==> config.mk <==
export PLATFORM = sky130hd
export DESIGN_NAME = if_id_buf
export DESIGN_NICKNAME = d
export VERILOG_FILES = /design/src/rtl/if_id_buf_pkg.sv /design/src/rtl/if_id_buf.sv
export SDC_FILE = /design/constraint.sdc
export NUM_CORES = 1
export LEC_CHECK = 0
export CORE_MARGIN = 8
export CORE_UTILIZATION = 35
export DETAILED_ROUTE_END_ITERATION = 6
export GPL_TIMING_DRIVEN = 0
export PLACE_DENSITY = 0.69
export SYNTH_ARGS = -nofsm -noshare
export SYNTH_HDL_FRONTEND = slang
export SYNTH_SLANG_ARGS = --single-unit
==> constraint.sdc <==
create_clock -name clk -period 4.7 [get_ports clk]
set_input_delay 1.175 -clock clk [delete_from_list [all_inputs] [get_ports clk]]
set_output_delay 1.175 -clock clk [all_outputs]
set_load 0.005 [all_outputs]
==> src/rtl/if_id_buf_pkg.sv <==
// Shared constants for the fetch/decode instruction buffer: reset level,
// zero/NOP encodings driven during bubbles, and default stall-vector indices.
package if_id_buf_pkg;

    // Reset is active-low: the block resets when rst equals this level.
    localparam logic        RST_ENABLE = 1'b0;

    // Value driven on the decode-side address when no entry is presented.
    localparam logic [31:0] ZERO_WORD  = 32'h0000_0000;

    // Instruction word driven during a bubble; decodes as a NOP.
    localparam logic [31:0] NOP_INST   = 32'h0000_0000;

    // Default bit positions in the ctrl stall vector for fetch and decode.
    localparam int          STAGE_IF   = 1;
    localparam int          STAGE_ID   = 2;

endpackage : if_id_buf_pkg

==> src/rtl/if_id_buf.sv <==
// In-order buffer between fetch and decode. Fetch pushes with a valid/ready
// handshake, decode pops the head unless stalled, and flush empties the buffer
// so a redirected fetch stream starts clean. Decode sees zeros (a NOP bubble)
// whenever the buffer is empty.
module if_id_buf
    import if_id_buf_pkg::*;
#(
    parameter int PC_W      = 32,
    parameter int INST_W    = 32,
    parameter int DEPTH     = 2,
    parameter int CTRL_W    = 6,
    parameter int STAGE_IDX = STAGE_IF
) (
    input  logic                     clk,
    input  logic                     rst,
    input  logic [CTRL_W-1:0]        ctrl_signal,
    input  logic                     flush,
    input  logic                     if_valid,
    output logic                     if_ready,
    input  logic [PC_W-1:0]          if_pc,
    input  logic [INST_W-1:0]        if_inst,
    output logic                     id_valid,
    output logic [PC_W-1:0]          id_pc,
    output logic [INST_W-1:0]        id_inst,
    output logic [$clog2(DEPTH):0]   count
);

    localparam int PTR_W   = $clog2(DEPTH);
    localparam int CNT_W   = PTR_W + 1;
    localparam int DEC_IDX = STAGE_IDX + 1;

    // Storage and bookkeeping state.
    logic [PC_W-1:0]   pc_mem_r   [DEPTH];
    logic [INST_W-1:0] inst_mem_r [DEPTH];
    logic [PTR_W-1:0]  rd_ptr_r;
    logic [PTR_W-1:0]  wr_ptr_r;
    logic [CNT_W-1:0]  count_r;

    // Handshake decisions for the current cycle.
    logic              full_s;
    logic              empty_s;
    logic              push_s;
    logic              pop_s;

    // Only the fetch and decode bits of the stall vector matter here; the
    // reduction keeps the remaining bits visibly consumed.
    logic              ctrl_unused_s;
    assign ctrl_unused_s = ^ctrl_signal;

    // Handshake: ready excludes full (no bypass on a same-cycle pop), fetch
    // stall and flush; a pop needs a valid head and no decode stall.
    always_comb begin
        full_s   = (count_r == CNT_W'(DEPTH));
        empty_s  = (count_r == {CNT_W{1'b0}});
        if_ready = !full_s && !ctrl_signal[STAGE_IDX] && !flush;
        push_s   = if_valid && if_ready;
        pop_s    = !empty_s && !ctrl_signal[DEC_IDX];
    end

    // Decode-side view: head entry when occupied, otherwise a zero bubble.
    always_comb begin
        id_valid = !empty_s;
        count    = count_r;
        if (!empty_s) begin
            id_pc   = pc_mem_r[rd_ptr_r];
            id_inst = inst_mem_r[rd_ptr_r];
        end else begin
            id_pc   = PC_W'(ZERO_WORD);
            id_inst = INST_W'(NOP_INST);
        end
    end

    // Entry storage: cleared on reset, written at the write pointer on push.
    // Flush leaves contents alone; they become unreachable once count is 0.
    always_ff @(posedge clk) begin
        if (rst == RST_ENABLE) begin
            for (int i = 0; i < DEPTH; i++) begin
                pc_mem_r[i]   <= {PC_W{1'b0}};
                inst_mem_r[i] <= {INST_W{1'b0}};
            end
        end else if (push_s) begin
            pc_mem_r[wr_ptr_r]   <= if_pc;
            inst_mem_r[wr_ptr_r] <= if_inst;
        end else begin
            pc_mem_r[wr_ptr_r]   <= pc_mem_r[wr_ptr_r];
            inst_mem_r[wr_ptr_r] <= inst_mem_r[wr_ptr_r];
        end
    end

    // Pointers and occupancy: reset beats flush, flush beats push/pop.
    always_ff @(posedge clk) begin
        if (rst == RST_ENABLE) begin
            rd_ptr_r <= {PTR_W{1'b0}};
            wr_ptr_r <= {PTR_W{1'b0}};
            count_r  <= {CNT_W{1'b0}};
        end else if (flush) begin
            rd_ptr_r <= {PTR_W{1'b0}};
            wr_ptr_r <= {PTR_W{1'b0}};
            count_r  <= {CNT_W{1'b0}};
        end else begin
            if (push_s) begin
                wr_ptr_r <= wr_ptr_r + PTR_W'(1);
            end else begin
                wr_ptr_r <= wr_ptr_r;
            end
            if (pop_s) begin
                rd_ptr_r <= rd_ptr_r + PTR_W'(1);
            end else begin
                rd_ptr_r <= rd_ptr_r;
            end
            case ({push_s, pop_s})
                2'b10:   count_r <= count_r + CNT_W'(1);
                2'b01:   count_r <= count_r - CNT_W'(1);
                default: count_r <= count_r;
            endcase
        end
    end

endmodule : if_id_buf
==> impl_results.html, run 1 <==
<table>
<tr><th>Metric</th><th>Value</th></tr>
<tr><th colspan="2">Timing</th></tr>
<tr><td>Setup Total Neg Slack</td><td>0 ps</td></tr>
<tr><td>Final worst path period share</td><td>0.796</td></tr>
<tr><td>Number of hold violations in the final report</td><td>0</td></tr>
<tr><td>Skew final</td><td>roughly 8.3 ps</td></tr>
<tr><td>Rel. slew slack</td><td>0.383</td></tr>
<tr><td>Final Worst Setup Slack</td><td>959 ps</td></tr>
<tr><td>Maximum operating frequency</td><td>0.267 GHz</td></tr>
<tr><td>Unrepaired setup endpoints after global routing</td><td>false</td></tr>
<tr><td>Count of pins over their slew limit</td><td>0</td></tr>
<tr><td>Worst-Margin Slew</td><td>between 900 and 1000 ps</td></tr>
<tr><td>Final Critical Period</td><td>around 3700 ps</td></tr>
<tr><td>Setup violators final</td><td>0</td></tr>
<tr><th colspan="2">Logic synthesis</th></tr>
<tr><td>Synthesized-area fraction occupied by ao, oa, aoi and oai cells</td><td>0.00590</td></tr>
<tr><td>Portion of netlist area occupied by mux cells</td><td>0.108</td></tr>
<tr><td>Adder and majority cell fraction of the synthesized area</td><td>0.00211</td></tr>
<tr><td>Post-synth design cell area</td><td>roughly 5900 sq um</td></tr>
<tr><td>Average cell area after synthesis</td><td>11.5 sq um</td></tr>
<tr><td>Warnings from Yosys</td><td>0</td></tr>
<tr><td>Cells after Synth</td><td>a little over 500</td></tr>
<tr><td>Post-Synth Simple-Gate Area</td><td>0.177</td></tr>
<tr><td>Count of distinct cell types in the synthesized netlist</td><td>21</td></tr>
<tr><td>Seq/Total Area, Yosys</td><td>0.664</td></tr>
<tr><td>Combinational family with the most area after synthesis</td><td>simple AND/OR/NAND/NOR gates</td></tr>
<tr><td>Syn Nets</td><td>around 590</td></tr>
<tr><td>Fraction of synthesized cell area in xor and xnor cells</td><td>0.00295</td></tr>
<tr><td>FF+latch count, synth</td><td>133</td></tr>
<tr><th colspan="2">Route</th></tr>
<tr><td>Routed len/inst</td><td>~16 um</td></tr>
<tr><td>Final wirelength</td><td>between 10 and 15 mm</td></tr>
<tr><td>Post-detailed-route DRC marker count</td><td>0</td></tr>
<tr><td>Number of search-and-repair iterations in the first detailed-routing pass</td><td>5</td></tr>
<tr><td>Via Count</td><td>approximately 4.2k</td></tr>
<tr><td>Vias per inst</td><td>between 4 and 5</td></tr>
<tr><td>Number of DRC violations after detailed-routing iteration 0</td><td>150</td></tr>
<tr><td>Residual antenna-violating net count after detailed routing</td><td>0</td></tr>
<tr><th colspan="2">Critical path</th></tr>
<tr><td>Required arrival time at the worst endpoint</td><td>3520 ps</td></tr>
<tr><td>Sequence of cells on the critical path</td><td>clkdlybuf4s50_1 &gt; nor3_1 &gt; clkdlybuf4s50_1</td></tr>
<tr><td>Category of the worst setup path launch point</td><td>input port</td></tr>
<tr><td>Cell family contributing the most delay on the critical path</td><td>buffers and inverters</td></tr>
<tr><td>Crit-path max FO</td><td>3</td></tr>
<tr><td>Highest-delay cell along the critical path</td><td>clkdlybuf4s50_1</td></tr>
<tr><td>CP most frequent cell</td><td>clkdlybuf4s50_1</td></tr>
<tr><td>Delay contributed by the slowest stage of the critical path</td><td>580 ps</td></tr>
<tr><td>Worst path buffer plus inverter count</td><td>2</td></tr>
<tr><td>Logic depth of the worst setup path including buffers</td><td>3</td></tr>
<tr><td>Type of destination of the critical path</td><td>primary output</td></tr>
<tr><td>Arrival time of the worst setup path</td><td>between 2000 and 3000 ps</td></tr>
<tr><td>Logic depth of the worst register-to-register path</td><td>5</td></tr>
<tr><td>Critical path class</td><td>in2out</td></tr>
<tr><th colspan="2">Die</th></tr>
<tr><td>Vertical extent of the die</td><td>between 100 and 150 um</td></tr>
<tr><td>Die Width</td><td>146 um</td></tr>
<tr><td>Die footprint</td><td>21400 sq um</td></tr>
<tr><td>Core outline area</td><td>~17000 sq um</td></tr>
<tr><td>Number of top-level pins</td><td>~140</td></tr>
<tr><td>Starting utilization of the core area</td><td>0.358</td></tr>
<tr><td>Placement Rows</td><td>47</td></tr>
<tr><th colspan="2">Clock network</th></tr>
<tr><td>Number of gates given a new drive strength after cts</td><td>0</td></tr>
<tr><td>Clock tree from TritonCTS</td><td>built</td></tr>
<tr><td>Clk pin slew, worst setup/hold paths</td><td>approximately 50 ps</td></tr>
<tr><td>Cell chosen for the clock root</td><td>clkbuf_16</td></tr>
<tr><td># hold bufs at CTS</td><td>0</td></tr>
<tr><td>Post-CTS setup repair buffer count</td><td>0</td></tr>
<tr><td>Clock H-tree levels</td><td>4</td></tr>
<tr><td>Maximum root-to-sink buffer count</td><td>2</td></tr>
<tr><td>Number of buffers created by CTS</td><td>17</td></tr>
<tr><td>Sink Count</td><td>between 100 and 150</td></tr>
<tr><td>Later-pin clock latency in the skew report</td><td>approximately 420 ps</td></tr>
<tr><th colspan="2">Global route</th></tr>
<tr><td>Number of global-route vias before repair</td><td>4413</td></tr>
<tr><td>Final global-route overflow total</td><td>0</td></tr>
<tr><td>Maximum number of pins on one net before global-route repair</td><td>65</td></tr>
<tr><td>Tot GR Track Use</td><td>0.141</td></tr>
<tr><td>First-pass GRT wire length</td><td>roughly 23 mm</td></tr>
<tr><td>Number of antenna violations at the first check in global routing</td><td>0</td></tr>
<tr><th colspan="2">Flow run</th></tr>
<tr><td>Max Cap Viol</td><td>0</td></tr>
<tr><th colspan="2">Final layout</th></tr>
<tr><td>Total of fill cells in the finished design</td><td>roughly 1.5k</td></tr>
<tr><td>Commonest cells after routing, fill and taps aside</td><td>nor2_1 (196), clkdlybuf4s50_1 (137), edfxtp_1 (128)</td></tr>
<tr><td>Most common library cell in the layout ignoring fill and taps</td><td>nor2_1</td></tr>
<tr><td>Fin nets</td><td>between 700 and 800</td></tr>
<tr><td>Fin cells</td><td>902</td></tr>
<tr><td>Ant diodes</td><td>0</td></tr>
<tr><td>Fraction of the core area covered by cells at the end of the flow</td><td>0.489</td></tr>
<tr><td>Share of cells above drive strength 1</td><td>0.0704</td></tr>
<tr><td>Area overhead of the layout relative to synthesis</td><td>36.5%</td></tr>
<tr><th colspan="2">Place</th></tr>
<tr><td>Post-detailed-placement half-perimeter wirelength</td><td>between 10 and 15 mm</td></tr>
<tr><td>Cells after DPL</td><td>roughly 870</td></tr>
<tr><td>RePlAce Congestion</td><td>around 0.74</td></tr>
<tr><td>Total of buffers placed on input and output ports</td><td>between 100 and 150</td></tr>
<tr><td>Pre-CTS WS</td><td>between 800 and 900 ps</td></tr>
<tr><th colspan="2">Run status</th></tr>
<tr><td>Status</td><td>complete, no violations</td></tr>
<tr><th colspan="2">Hold path</th></tr>
<tr><td>Number of instances on the worst hold path</td><td>2</td></tr>
<tr><td>Class of the tightest hold or removal check</td><td>reg2reg</td></tr>
<tr><th colspan="2">Power</th></tr>
<tr><td>Cell leakage power</td><td>roughly 2.7 nW</td></tr>
<tr><td>Worst vdd ir</td><td>between 200 and 250 uV</td></tr>
<tr><td>Total power density per cell area</td><td>roughly 340 nW/um^2</td></tr>
<tr><td>Overall power after layout</td><td>2.74 mW</td></tr>
</table>
where the power goes:
part	switching, mW	internal (mW)	total (mW)
combinational	0.108	0.101	0.209
clock	0.452	0.707	1.16
sequential	0.0144	1.36	1.37
total	0.575	2.16	2.74
cells by family after synthesis:
group / Yosys count
and+or+nand+nor: 273
DFF: 133
muxes: 64
buffers and inverters: 36
adders and majority gates: 1
xor gates and xnor gates: 2
AOI/OAI and AO/OA: 7
Yosys cell counts:
master,instances,area share
a21oi_1,4,0.0034
and2b_1,1,0.0013
buf_2,12,0.010
buf_4,3,0.0038
buf_6,10,0.019
clkbuf_1,10,0.0063
dfxtp_1,5,0.017
edfxtp_1,128,0.65
ha_1,1,0.0021
inv_1,1,0.00063
mux2i_1,64,0.11
nand2_1,67,0.042
nand2b_1,3,0.0032
nand4_1,1,0.0011
nand4b_1,1,0.0015
nor2_1,196,0.12
nor3_1,1,0.00084
o21ai_0,3,0.0025
or3_1,3,0.0032
xnor2_1,1,0.0015
xor2_1,1,0.0015
final timing paths:
path	startpoint	endpoint	slack [ps]
worst max register to register	count[0]	inst_mem_r[0][7]	2360
worst min register to register	wr_ptr_r	wr_ptr_r	510
worst min-delay path	wr_ptr_r	wr_ptr_r	510
worst max-delay path	ctrl_signal[1]	if_ready	960
flip-flops by register name, summed over array words and instances (netlist names), named ones only:
| signal | flops |
|---|---|
| rd_ptr_r | 1 |
| wr_ptr_r | 1 |
| count | 2 |
| inst_mem_r | 64 |
| pc_mem_r | 64 |
worst register-to-register path, stage by stage (launching register included):
cell	delay [ps]
dfxtp_1	450
nand2b_1	170
nand4b_1	160
buf_2	290
buf_6	200
nand2_4	670
routing by layer:
layer	vias to the layer above	share of wire	routed length (um)	global-route usage
met5	-	0	0	0
met1	2025	0.45	6700	0.168
met2	124	0.49	7220	0.236
met3	14	0.048	718	0.0423
li1	2059	-	-	-
met4	0	0.013	188	0.0479
metrics by stage:
stage / cell area, sq um / hold WS, ps
finish: 8100 / 508
global route: 8100 / 521
CTS: 8100 / 509
detailed placement: 7600 / 501
global placement: 7580 / 477
floorplan: 5940 / 466
cell type report:
cell class | count | area [sq um] | area share
multi-input combinational | 347 | 1770 | 0.219
sequential | 133 | 3940 | 0.487
clock inverter | 8 | 62.6 | 0.00772
inverter | 1 | 3.75 | 0.000463
timing repair buffer | 137 | 1370 | 0.169
buffer | 35 | 233 | 0.0287
clock buffer | 21 | 440 | 0.0544
tap | 220 | 275 | 0.0340
Power figures use the tool's default switching activity.
==> run 2: changes to the inputs <==
Settings changed: PLACE_DENSITY 0.69 to 0.71.
Clock period 4.7 ns to 3.1 ns, I/O delays scaled along.
==> impl_results.html, run 2 (synthesis results as in run 1) <==
<table>
<tr><th>Metric</th><th>Value</th></tr>
<tr><th colspan="2">Critical path</th></tr>
<tr><td>Type of destination of the critical path</td><td>flop</td></tr>
<tr><td>Category of the worst setup path launch point</td><td>input port</td></tr>
<tr><td>Crit-path max FO</td><td>64</td></tr>
<tr><td>Critical path class</td><td>in2reg</td></tr>
<tr><td>Logic depth of the worst register-to-register path</td><td>5</td></tr>
<tr><td>Required arrival time at the worst endpoint</td><td>just over 3000 ps</td></tr>
<tr><td>Arrival time of the worst setup path</td><td>2940 ps</td></tr>
<tr><th colspan="2">Final layout</th></tr>
<tr><td>Fraction of the core area covered by cells at the end of the flow</td><td>0.489</td></tr>
<tr><td>Share of cells above drive strength 1</td><td>0.0717</td></tr>
<tr><td>Ant diodes</td><td>0</td></tr>
<tr><td>Total of fill cells in the finished design</td><td>1520</td></tr>
<tr><td>Area overhead of the layout relative to synthesis</td><td>36.6%</td></tr>
<tr><td>Fin cells</td><td>903</td></tr>
<tr><td>Area used by multi-input combinational logic</td><td>1780 sq um</td></tr>
<tr><td>Storage element area</td><td>3940 sq um</td></tr>
<tr><td>Commonest cells after routing, fill and taps aside</td><td>nor2_1 (195), clkdlybuf4s50_1 (137), edfxtp_1 (128)</td></tr>
<tr><td>Fin nets</td><td>around 750</td></tr>
<tr><td>Most common library cell in the layout ignoring fill and taps</td><td>nor2_1</td></tr>
<tr><th colspan="2">Route</th></tr>
<tr><td>Residual antenna-violating net count after detailed routing</td><td>0</td></tr>
<tr><td>Via Count</td><td>~4.2k</td></tr>
<tr><td>Number of DRC violations after detailed-routing iteration 0</td><td>roughly 320</td></tr>
<tr><td>Vias per inst</td><td>around 4.7</td></tr>
<tr><td>Post-detailed-route DRC marker count</td><td>0</td></tr>
<tr><td>Routed len/inst</td><td>16.9 um</td></tr>
<tr><td>Number of search-and-repair iterations in the first detailed-routing pass</td><td>4</td></tr>
<tr><td>Final wirelength</td><td>15.3 mm</td></tr>
<tr><th colspan="2">Place</th></tr>
<tr><td>RePlAce Congestion</td><td>0.726</td></tr>
<tr><td>Post-detailed-placement half-perimeter wirelength</td><td>between 10 and 15 mm</td></tr>
<tr><td>Pre-CTS WS</td><td>-379 ps</td></tr>
<tr><td>Cells after DPL</td><td>roughly 870</td></tr>
<tr><td>Total of buffers placed on input and output ports</td><td>around 140</td></tr>
<tr><th colspan="2">Global route</th></tr>
<tr><td>Number of global-route vias before repair</td><td>4678</td></tr>
<tr><td>First-pass GRT wire length</td><td>24.3 mm</td></tr>
<tr><td>Number of antenna violations at the first check in global routing</td><td>0</td></tr>
<tr><td>Final global-route overflow total</td><td>0</td></tr>
<tr><td>Maximum number of pins on one net before global-route repair</td><td>65</td></tr>
<tr><td>Tot GR Track Use</td><td>0.145</td></tr>
<tr><th colspan="2">Timing</th></tr>
<tr><td>Final Hold Slack</td><td>510 ps</td></tr>
<tr><td>Maximum operating frequency</td><td>about 0.33 GHz</td></tr>
<tr><td>Worst-Margin Slew</td><td>947 ps</td></tr>
<tr><td>Skew final</td><td>around 5.7 ps</td></tr>
<tr><td>Rel. slew slack</td><td>0.369</td></tr>
<tr><td>Final worst path period share</td><td>0.970</td></tr>
<tr><td>Number of hold violations in the final report</td><td>0</td></tr>
<tr><td>Final Worst Setup Slack</td><td>between 90 and 100 ps</td></tr>
<tr><td>Final Critical Period</td><td>3010 ps</td></tr>
<tr><td>Unrepaired setup endpoints after global routing</td><td>true</td></tr>
<tr><td>Setup violators final</td><td>0</td></tr>
<tr><td>Count of pins over their slew limit</td><td>0</td></tr>
<tr><th colspan="2">Clock network</th></tr>
<tr><td>Maximum root-to-sink buffer count</td><td>2</td></tr>
<tr><td>Later-pin clock latency in the skew report</td><td>around 410 ps</td></tr>
<tr><td>Number of buffers created by CTS</td><td>17</td></tr>
<tr><td># hold bufs at CTS</td><td>0</td></tr>
<tr><td>Clock H-tree levels</td><td>4</td></tr>
<tr><td>Cell chosen for the clock root</td><td>clkbuf_16</td></tr>
<tr><td>Sink Count</td><td>about 130</td></tr>
<tr><td>Clock tree from TritonCTS</td><td>built</td></tr>
<tr><td>Clk pin slew, worst setup/hold paths</td><td>50 ps</td></tr>
<tr><td>Post-CTS setup repair buffer count</td><td>0</td></tr>
<tr><th colspan="2">Power</th></tr>
<tr><td>Worst vdd ir</td><td>360 uV</td></tr>
<tr><td>Cell leakage power</td><td>~2.7 nW</td></tr>
<tr><td>Total power density per cell area</td><td>514 nW/um^2</td></tr>
<tr><th colspan="2">Die</th></tr>
<tr><td>Starting utilization of the core area</td><td>0.358</td></tr>
<tr><td>Number of top-level pins</td><td>142</td></tr>
<tr><td>Placement Rows</td><td>47</td></tr>
<tr><td>Vertical extent of the die</td><td>146 um</td></tr>
<tr><td>Die footprint</td><td>~21000 sq um</td></tr>
<tr><td>Core outline area</td><td>approximately 17000 sq um</td></tr>
<tr><td>Die Width</td><td>roughly 150 um</td></tr>
<tr><th colspan="2">Flow run</th></tr>
<tr><td>Max Cap Viol</td><td>0</td></tr>
<tr><th colspan="2">Hold path</th></tr>
<tr><td>Number of instances on the worst hold path</td><td>2</td></tr>
<tr><td>Class of the tightest hold or removal check</td><td>reg2reg</td></tr>
<tr><th colspan="2">Run status</th></tr>
<tr><td>Status</td><td>complete, no violations</td></tr>
</table>
==> run 2: cell count changes in the layout (fill, tap and decap cells not counted), sizes merged <==
cell,previous run,this run
clkinv,6,5
clkbuf,31,33
==> run 2: worst max-delay path: stages <==
cell and delay (ps):
clkdlybuf4s50_1 540, buf_2 300, clkbuf_1 570, nand2_4 680
==> run 2: worst paths after layout <==
check,startpoint,endpoint,slack (ps)
setup / recovery,rst,inst_mem_r[0][31],90
hold / removal,wr_ptr_r,wr_ptr_r,510
setup reg to reg,count[0],inst_mem_r[0][31],750
hold reg to reg,wr_ptr_r,wr_ptr_r,510
==> run 2: area by class of cell <==
| type | instances | share of cell area |
|---|---|---|
| Multi-Input combinational cell | 347 | 0.219 |
| Inverter | 1 | 0.000463 |
| Clock buffer | 23 | 0.0552 |
| Tap cell | 220 | 0.0339 |
| Sequential cell | 133 | 0.486 |
| Clock inverter | 7 | 0.00725 |
| Buffer | 35 | 0.0290 |
| Timing Repair Buffer | 137 | 0.169 |
==> run 2: layer usage <==
| layer | global-route usage | share of wire | vias up |
|---|---|---|---|
| met3 | 0.0494 | 0.054 | 15 |
| met1 | 0.167 | 0.44 | 2050 |
| met4 | 0.0386 | 0.011 | 0 |
| li1 | - | - | 2055 |
| met5 | 0 | 0 | - |
| met2 | 0.253 | 0.49 | 115 |
==> run 2: repair_timing <==
item                                    CTS  global route
pin swaps                                 0             0
gates resized for setup                   1             1
endpoints found under the setup margin   14           162
==> run 2: where the power goes <==
part           switching [mW]  total [mW]  internal (mW)
combinational           0.165       0.319          0.154
sequential             0.0224        2.08           2.06
clock                   0.694        1.77           1.08
total                   0.882        4.17           3.29
==> run 2: per-stage QoR <==
| stage | TNS (ps) | power [mW] | cell area, sq um |
|---|---|---|---|
| 6_report | 0 | 4.17 | 8110 |
| 2_1_floorplan | 0 | 2.25 | 5940 |
| 4_1_cts | 0 | 4.21 | 8110 |
| 3_5_place_dp | -46940 | 2.44 | 7600 |
| 3_3_place_gp | -103480 | 2.43 | 7590 |
| 5_1_grt | -8960 | 4.32 | 8110 |
